$ cat config.mk
export PLATFORM = sky130hd
export DESIGN_NAME = count_modn_chain
export DESIGN_NICKNAME = d
export VERILOG_FILES = /design/src/rtl/count_modn_chain.sv
export SDC_FILE = /design/constraint.sdc
export NUM_CORES = 1
export LEC_CHECK = 0
export BUFFER_PORTS_ARGS = -buffer_cell sky130_fd_sc_hd__buf_2
export CELL_PAD_IN_SITES_DETAIL_PLACEMENT = 0
export CELL_PAD_IN_SITES_GLOBAL_PLACEMENT = 1
export CORE_UTILIZATION = 37
export CTS_CLUSTER_DIAMETER = 200
export DETAILED_ROUTE_END_ITERATION = 8
export MAX_ROUTING_LAYER = met4
export PLACE_DENSITY_LB_ADDON = 0.1
export SETUP_SLACK_MARGIN = 0.02
export SLEW_MARGIN = 20
export SYNTH_ARGS = -nofsm -noshare
export SYNTH_HDL_FRONTEND = slang
export SYNTH_SLANG_ARGS = --single-unit
$ cat constraint.sdc
create_clock -name clk -period 3 [get_ports clk]
set_input_delay 0.15 -clock clk [delete_from_list [all_inputs] [get_ports clk]]
set_output_delay 0.15 -clock clk [all_outputs]
set_load 0.02 [all_outputs]
$ cat src/rtl/count_modn_chain.sv
// Cascaded mod-MOD up/down counter: DIGITS digits of W bits each, with parallel load,
// a registered terminal-count flag (co) and a one-cycle chain wrap pulse.
module count_modn_chain #(
  parameter int unsigned MOD    = 6,
  parameter int unsigned W      = 4,
  parameter int unsigned DIGITS = 2
) (
  input  logic                  clk,
  input  logic                  rst,
  input  logic                  en,
  input  logic                  up,
  input  logic                  load,
  input  logic [DIGITS*W-1:0]   load_val,
  output logic [DIGITS*W-1:0]   count,
  output logic                  co,
  output logic                  wrap
);

  localparam int unsigned CW      = DIGITS * W;
  localparam logic [W-1:0] TERM_UP = W'(MOD - 1);
  localparam logic [W:0]   MOD_X   = (W + 1)'(MOD);

  logic [CW-1:0] step_c;
  logic [CW-1:0] ld_c;
  logic [CW-1:0] src_c;
  logic          all_term_c;
  logic          new_term_c;
  logic [W-1:0]  term_c;
  logic [W-1:0]  dig_c;
  logic          carry_c;

  // Next-count candidates: stepped chain (carry rippled with the current up) and sanitized load.
  always_comb begin
    step_c     = count;
    ld_c       = '0;
    src_c      = '0;
    dig_c      = '0;
    carry_c    = 1'b1;
    new_term_c = 1'b1;
    term_c     = up ? TERM_UP : '0;

    for (int k = 0; k < int'(DIGITS); k++) begin
      dig_c = count[k*W +: W];
      if (carry_c) begin
        if (dig_c == term_c) begin
          step_c[k*W +: W] = up ? '0 : TERM_UP;
        end else begin
          step_c[k*W +: W] = up ? dig_c + W'(1) : dig_c - W'(1);
        end
      end
      carry_c = carry_c & (dig_c == term_c);
    end
    all_term_c = carry_c;

    // Out-of-range load fields collapse to zero so digits always stay below MOD.
    for (int k = 0; k < int'(DIGITS); k++) begin
      if ({1'b0, load_val[k*W +: W]} >= MOD_X) begin
        ld_c[k*W +: W] = '0;
      end else begin
        ld_c[k*W +: W] = load_val[k*W +: W];
      end
    end

    src_c = load ? ld_c : step_c;
    for (int k = 0; k < int'(DIGITS); k++) begin
      new_term_c = new_term_c & (src_c[k*W +: W] == term_c);
    end
  end

  // Priority rst > load > en; co only re-evaluated on load or step cycles.
  always_ff @(posedge clk) begin
    if (rst) begin
      count <= '0;
      co    <= 1'b0;
      wrap  <= 1'b0;
    end else begin
      wrap <= 1'b0;
      if (load) begin
        count <= ld_c;
        co    <= new_term_c;
      end else if (en) begin
        count <= step_c;
        co    <= new_term_c;
        wrap  <= all_term_c;
      end
    end
  end

endmodule

* Word-level counts from Yosys, hierarchy flattened
Index checks and enable logic that the tools add are counted.
** Storage, ports and cells
- Output and inout port bits :: 10
- Register bits after elaboration :: 10
** Operators by class
- Reductions and logical operators :: 2
- Multiplexer cells :: 14
- Bitwise gates (word level) :: 3
- Order comparisons :: 2
- $add $sub $neg :: 4
- Equality and inequality tests :: 4
** Operators by type and width (count)
- $mux 4 :: 7
- $mux 8 :: 3
- $eq 4x3->1 :: 4
- $add 4x1->4 const B :: 2
- $ge 4x3->1 const B :: 2
- $sub 4x1->4 const B :: 2
- $mux 3 :: 2
- $reduce_or 3->1 :: 1
- $and 1x1->1 :: 2
- $mux 1 :: 2
- $reduce_bool 2->1 :: 1
- $not 1->1 :: 1

* Longest topological paths before layout
Gate-level depths: netlist of the first run.
- Depth after elaboration :: 9
- Gate-level depth with buffers :: 9

* Worst setup path after synthesis of the first run
Ideal clock, no wire load.
- Path type :: input to register
- Start point :: input up
- End point :: register co
- Setup time :: 0.096 ns
- Slack :: 0.842 ns
- Required time :: 2.904 ns
- Arrival :: 2.063 ns
- Path buffers :: 1
- Stages :: 9
- Cell sequence :: buf_4 inv_1 ha_1 or3b_4 nor2_4 o21a_1 nor2_1 a2111o_1 o41ai_2
** Between the ends
- Longest elaborated chain between the ends :: 9
- Elaborated cells between the ends (all ways) :: 15
- Those cells by class :: eq/ne: 4; mux: 10; bitwise: 1
** Ends and longest elaborated chain
- from (decl) :: line 11 : input logic up,
- $mux 3 :: line 40 : term_c = up ? TERM_UP : '0;
- $eq 4x3->1 :: line 45 : if (dig_c == term_c) begin
- $mux 4 :: line 45
- $mux 4 :: line 44 : if (carry_c) begin
- $mux 8 :: line 64 : src_c = load ? ld_c : step_c;
- $eq 4x3->1 :: line 66 : new_term_c = new_term_c & (src_c[k*W +: W] == term_c);
- $and 1x1->1 * :: line 66
- $mux 1 :: line 81 : end else if (en) begin
- $mux 1 * :: line 78 : if (load) begin
- to (signal assigned) :: line 80 : co <= new_term_c;
- to (signal assigned) :: line 83 : co <= new_term_c;
- to (decl) :: line 15 : output logic co,
Mark *: on every way between the ends. The rest lies on a longest branch, timed or not. The select of a mux whose other input is x is not followed.
A chain may end at the register's enable or synchronous reset.

* Final worst setup path of the first run
Same ends and word-level chain as after synthesis.

==> results.json, run 1 <==
{
  "globalRouteTotalUtil": 0.2001,
  "setup_ws_ps": 749.4,
  "critical_path_arrival_ps": 2420,
  "cts_max_path_buffers": 2,
  "setup_tns_ps": 0,
  "ir_drop_mv": 0.3325,
  "drive_gt1_frac": 0.2868,
  "synth_top_cell_by_area": "dfxtp_1",
  "cts_sinks": 10,
  "grt_use_met3": 0.01190,
  "grt_antenna_before_repair": 0,
  "fillers": 241,
  "async_flop_share": 0,
  "synth-warning-count": 0,
  "ctsResizeCount": 0,
  "area_growth_pct": 15.63,
  "power_density_nw_per_um2": 419.5,
  "coreArea_um2": 2233,
  "grt_pass1_wl_um": 3815,
  "path_class": "input port to flop",
  "p_leak_nw": 0.4539,
  "slowest_stage": "or3b_4",
  "drt_iter0_markers": 27,
  "dp_hpwl_um": 1761,
  "required_ps": 3170,
  "cts_hold_buf": 0,
  "insertion_delay_ps": 260,
  "cts_root_buf": "clkbuf_4",
  "drv_cap": 0,
  "synth_ff_type": "dfxtp_1",
  "syn-num-nets": 126,
  "period_minus_slack_ps": 2251,
  "crit_buf_inv": 2,
  "setup_viol": 0,
  "clk_pin_slew_ps": 70,
  "cts_tree": "yes",
  "crit_fanout": 11,
  "skew_ps": 4.909,
  "dieArea_um2": 2601,
  "row_count": 17,
  "crit_family": "compound AO/OA/AOI/OAI gates",
  "diodes": 0,
  "final_common_cell": "buf_2",
  "postSynthCellCount": 107,
  "min_period_over_period": 0.7502,
  "status": "finished clean",
  "slew_headroom": 0.7345,
  "grt_pass1_vias": 834,
  "startpoint_type": "input port",
  "overflow": 0,
  "stdcell_area_um2": 1027,
  "hold_path_class": "input port to flop",
  "max_stage_delay_ps": 430,
  "antenna_left": 0,
  "worstMarginPinSlew_ps": 388.1,
  "synth.area.top_cells": "dfxtp_1, a21oi_1, ha_1",
  "synth_top_area_frac": 0.2254,
  "grtUsageMet2": 0.2982,
  "first_pass_iters": 4,
  "die_w_um": 51,
  "route.vias.total": 879,
  "grt_max_degree": 12,
  "cts_setup_buffers": 0,
  "path_cells": "buf_2 -> inv_1 -> ha_1 -> or3b_4 -> nor2_4 -> o21a_1 -> nor2_1 -> a2111o_1 -> o41ai_2",
  "drc": 0,
  "postPlaceCellArea_um2": 991.0,
  "vias_per_cell": 5.599,
  "io_pins": 23,
  "routed_wirelength_um": 2210,
  "synth-edff-count": 0,
  "synth_seq_cells": 10,
  "final-hold-violation-count": 0,
  "fmax_mhz": 444.3,
  "start_util": 0.3978,
  "cts_buffers": 3,
  "nNetsFinal": 149,
  "grt-busiest-layer": "met2",
  "end_kind": "flop",
  "ys_types": 47,
  "die_h_um": 51,
  "ys_seq_area_frac": 0.2254,
  "use_met1": 0.2788,
  "rsz0062_at_grt": "false",
  "gp_congestion": 0.8216,
  "dp_slack_ps": 493.0,
  "syn_area_per_cell_um2": 8.302,
  "syn_area_um2": 888.4,
  "htreeDepth": 1,
  "io_buffers": 22,
  "routedWlPerCell_um": 14.08,
  "final_cell_mix": "buf_2, nor2_1, a21oi_1, dfxtp_1, inv_1",
  "slew_viol_final": 0
}
synthesized netlist by cell type, drive strengths merged (2+ instances only):
cell type	n
ha	4
a31oi	3
nand3	4
nor2	12
nor3b	3
fa	2
inv	9
clkbuf	3
a21oi	10
mux2i	2
a211oi	4
xnor2	3
dfxtp	10
xor2	3
o21ai	3
nand2	6
nor3	3
buf	2
or4	2
flip-flops by register name, indices dropped and copies added (netlist names):
signal	count
wrap	1
count	8
co	1
worst reg2reg max path, cell delays in order, from the launching register on:
cell,delay (ps)
dfxtp_1,320
ha_1,340
or3b_4,440
nor2_4,150
o21a_1,120
nor2_1,40
a2111o_1,400
o41ai_2,270
final cells by class:
cell class,instances,area (um^2),share of cell area
Timing Repair Buffer,23,117.6,0.1145
Tap cell,28,35.03,0.03410
Inverter,9,33.78,0.03289
Clock buffer,4,36.28,0.03532
Sequential cell,10,200.2,0.1949
Multi-Input combinational cell,83,604.3,0.5883
layer usage:
metal | part of all wire | routed length, um | vias to the layer above
met4 | 0.014 | 30 | 0
met3 | 0.039 | 87 | 4
li1 | - | - | 436
met5 | 0 | 0 | -
met2 | 0.45 | 998 | 23
met1 | 0.50 | 1094 | 416
power breakdown:
group,internal (W),switching [W],total [W]
registers,0.000141,0.0000116,0.000153
logic,0.0000654,0.0000955,0.000161
clock network,0.0000735,0.0000436,0.000117
path summary, 6_finish.rpt:
| check | cells after the start | slack, ps | to | from |
|---|---|---|---|---|
| worst min-delay path | 2 | 190 | count[6] | rst |
| worst max register to register | 7 | 830 | co | count[2] |
| worst max-delay path | 9 | 750 | co | up |
| worst min register to register | 2 | 500 | co | co |
kinds of logic (layout without fill, tap and decap cells):
kind of cell | count (synthesis) | after routing | synth area share
buf+inv | 14 | 36 | 0.09437
mux | 2 | 2 | 0.02254
compound gates | 30 | 30 | 0.2380
xor+xnor | 6 | 6 | 0.06762
flops | 10 | 10 | 0.2253
simple gates | 39 | 39 | 0.2507
fa+ha+maj | 6 | 6 | 0.1014
through the flow:
stage / cells / total power (W) / util / hold WS (ps)
6_report: 157 / 0.0004309 / 0.4599 / 193.2
5_1_grt: 157 / 0.0004598 / 0.4599 / 209.5
4_1_cts: 157 / 0.0004342 / 0.4599 / 186.1
3_5_place_dp: 153 / 0.0003148 / 0.4437 / 464.0
3_3_place_gp: 153 / 0.0003174 / 0.4437 / 468.4
2_1_floorplan: 107 / 0.0002736 / - / 288.6
Note: power is estimated with default switching activity, not from simulation.
==> inputs of run 2 (changes only) <==
CORE_ASPECT_RATIO = 0.5   (was unset)
CORE_UTILIZATION = 34   (was 37)
clock period = 1.9 ns   (was 3 ns; I/O delays follow)
==> run 2 against run 1 <==
Net effect:
- the flow now finishes with violations (negative setup slack)
- via count grew 9.1%
- sequential cell count is the same
- clock power grew 140%
- register-to-register slack lost 970 ps
- wire length grew 21%
- final cell count grew 17%
- critical path type is now flop to flop
- largest power group unchanged
- highest routed layer unchanged
==> results.json, run 2 (synthesis results as in run 1) <==
{
  "nNetsFinal": 169,
  "overflow": 0,
  "critical_path_arrival_ps": 2190,
  "clk_pin_slew_ps": 60,
  "cts_hold_buf": 0,
  "reg.largest.list": "count: 8 flops, co: 1 flops, wrap: 1 flops",
  "cts_buffers": 3,
  "end_kind": "flop",
  "period_minus_slack_ps": 2045,
  "worst-r2r-setup-slack_ps": -140,
  "power_switching_w": 0.0002939,
  "rsz0062_at_grt": "true",
  "drv_cap": 0,
  "slew_headroom": 0.7703,
  "ir_drop_mv": 0.2745,
  "final_common_cell": "buf_2",
  "cp_num_cells": 7,
  "grt_pass1_wl_um": 4298,
  "vias_per_cell": 5.212,
  "crit_fanout": 5,
  "htreeDepth": 1,
  "route.vias.total": 959,
  "coreArea_um2": 2342,
  "row_count": 12,
  "regToRegEndpoint": "co",
  "crit_family": "simple AND/OR/NAND/NOR gates",
  "dieArea_um2": 2834,
  "die_h_um": 38.15,
  "cts_root_buf": "clkbuf_8",
  "insertion_delay_ps": 240,
  "routedWlPerCell_um": 14.56,
  "dp_hpwl_um": 2064,
  "first_pass_iters": 4,
  "r2r_start": "count[2]",
  "path_cells": "ha_4 -> or3b_4 -> o21ai_2 -> a32oi_2 -> nor4_1 -> mux2i_1 -> o41ai_2",
  "slowest_stage": "or3b_4",
  "p_seq_frac": 0.274,
  "slew_viol_final": 0,
  "clock_power_share": 0.316,
  "path_class": "flop to flop",
  "setup_viol": 1,
  "start_util": 0.3793,
  "cts_tree": "yes",
  "required_ps": 2050,
  "die_w_um": 74.29,
  "fmax_mhz": 489.0,
  "regMostFlops": "count",
  "io_buffers": 22,
  "drc": 0,
  "switching_share": 0.3374,
  "grt_pass1_vias": 874,
  "cts_max_path_buffers": 2,
  "io_pins": 23,
  "hold_path_class": "input port to flop",
  "reg2regPathDepth": 7,
  "drt_iter0_markers": 44,
  "violations": "negative setup slack",
  "final_cell_mix": "buf_2, buf_4, nor2_1",
  "globalRouteTotalUtil": 0.2222,
  "antenna_left": 0,
  "routed_wirelength_um": 2679,
  "startpoint": "count[2]",
  "p_comb_frac": 0.410,
  "gp_congestion": 0.7880,
  "internal_power_w": 0.0005771,
  "power_density_nw_per_um2": 683.2,
  "largest_register_ffs": 8,
  "diodes": 0,
  "holdPathStages": 2,
  "setup_ws_ps": -145.0,
  "status": "complete, but fails checks",
  "final_core_util": 0.5443,
  "area_growth_pct": 43.52,
  "whs_ps": 176.8,
  "startpoint_type": "flop",
  "cts_sinks": 10,
  "grt_max_degree": 12,
  "min_period_over_period": 1.076,
  "grt_antenna_before_repair": 0,
  "drive_gt1_frac": 0.4832,
  "skew_ps": 4.751,
  "endpoint": "co",
  "p_leak_nw": 0.5726,
  "final-hold-violation-count": 0,
  "max_stage_delay_ps": 420,
  "crit_buf_inv": 0,
  "worstMarginPinSlew_ps": 335.9,
  "setup_tns_ps": -145.0
}
==> run 2: changes by cell type in the layout (fill, tap and decap cells not counted), moves of 3 or more <==
cell / before / now
buf_4: 1 / 20
clkbuf_4: 3 / 0
clkbuf_8: 1 / 4
dfxtp_1: 10 / 7
==> run 2: area by class of cell <==
type / count / area, um^2
inverters: 9 / 37.54
repair buffers: 43 / 271.5
well taps: 35 / 43.79
clock buffers: 4 / 55.05
multi-input cells: 83 / 660.6
fillers: 253 / 1067
flip-flops and latches: 10 / 206.4
==> run 2: worst min-delay path by stage <==
| stage | start | end | slack, ps |
|---|---|---|---|
| final | rst | count[4] | 180 |
| after global routing | rst | count[3] | 190 |
| after CTS | rst | count[6] | 160 |
| after detailed placement | rst | count[4] | 420 |
| after global placement | rst | count[4] | 410 |
| after floorplan | en | count[7] | 230 |
==> run 2: power groups by stage <==
stage	registers, W	logic [W]	clock network (W)
finish	0.000239	0.000357	0.000275
CTS	0.000240	0.000341	0.000281
detailed placement	0.000244	0.000311	0
global placement	0.000244	0.000310	0
floorplan	0.000260	0.000181	0
global route	0.000241	0.000393	0.000292
==> run 2: timing repair <==
item | CTS | global route
setup endpoints to repair | 2 | 5
buffers inserted | 3 | 0
resized for setup | 5 | 4
pin swaps | 8 | 1
==> run 2: through the flow <==
stage	instance area (um^2)	worst slack (ps)	instances	total power, W
6_report	1275	-145.0	184	0.0008710
4_1_cts	1254	-144.1	184	0.0008622
2_1_floorplan	925.9	-79.21	107	0.0004415
3_3_place_gp	1152	-183.6	177	0.0005536
3_5_place_dp	1152	-184.8	177	0.0005548
5_1_grt	1275	-238.8	184	0.0009255
==> run 2: per-layer routing <==
| metal | track usage | wire, um | vias to the layer above |
|---|---|---|---|
| met2 | 0.3545 | 1158 | 19 |
| met3 | 0.03947 | 91 | 2 |
| met4 | 0.02830 | 19 | 0 |
| li1 | - | - | 476 |
| met1 | 0.3052 | 1410 | 462 |
| met5 | - | 0 | - |
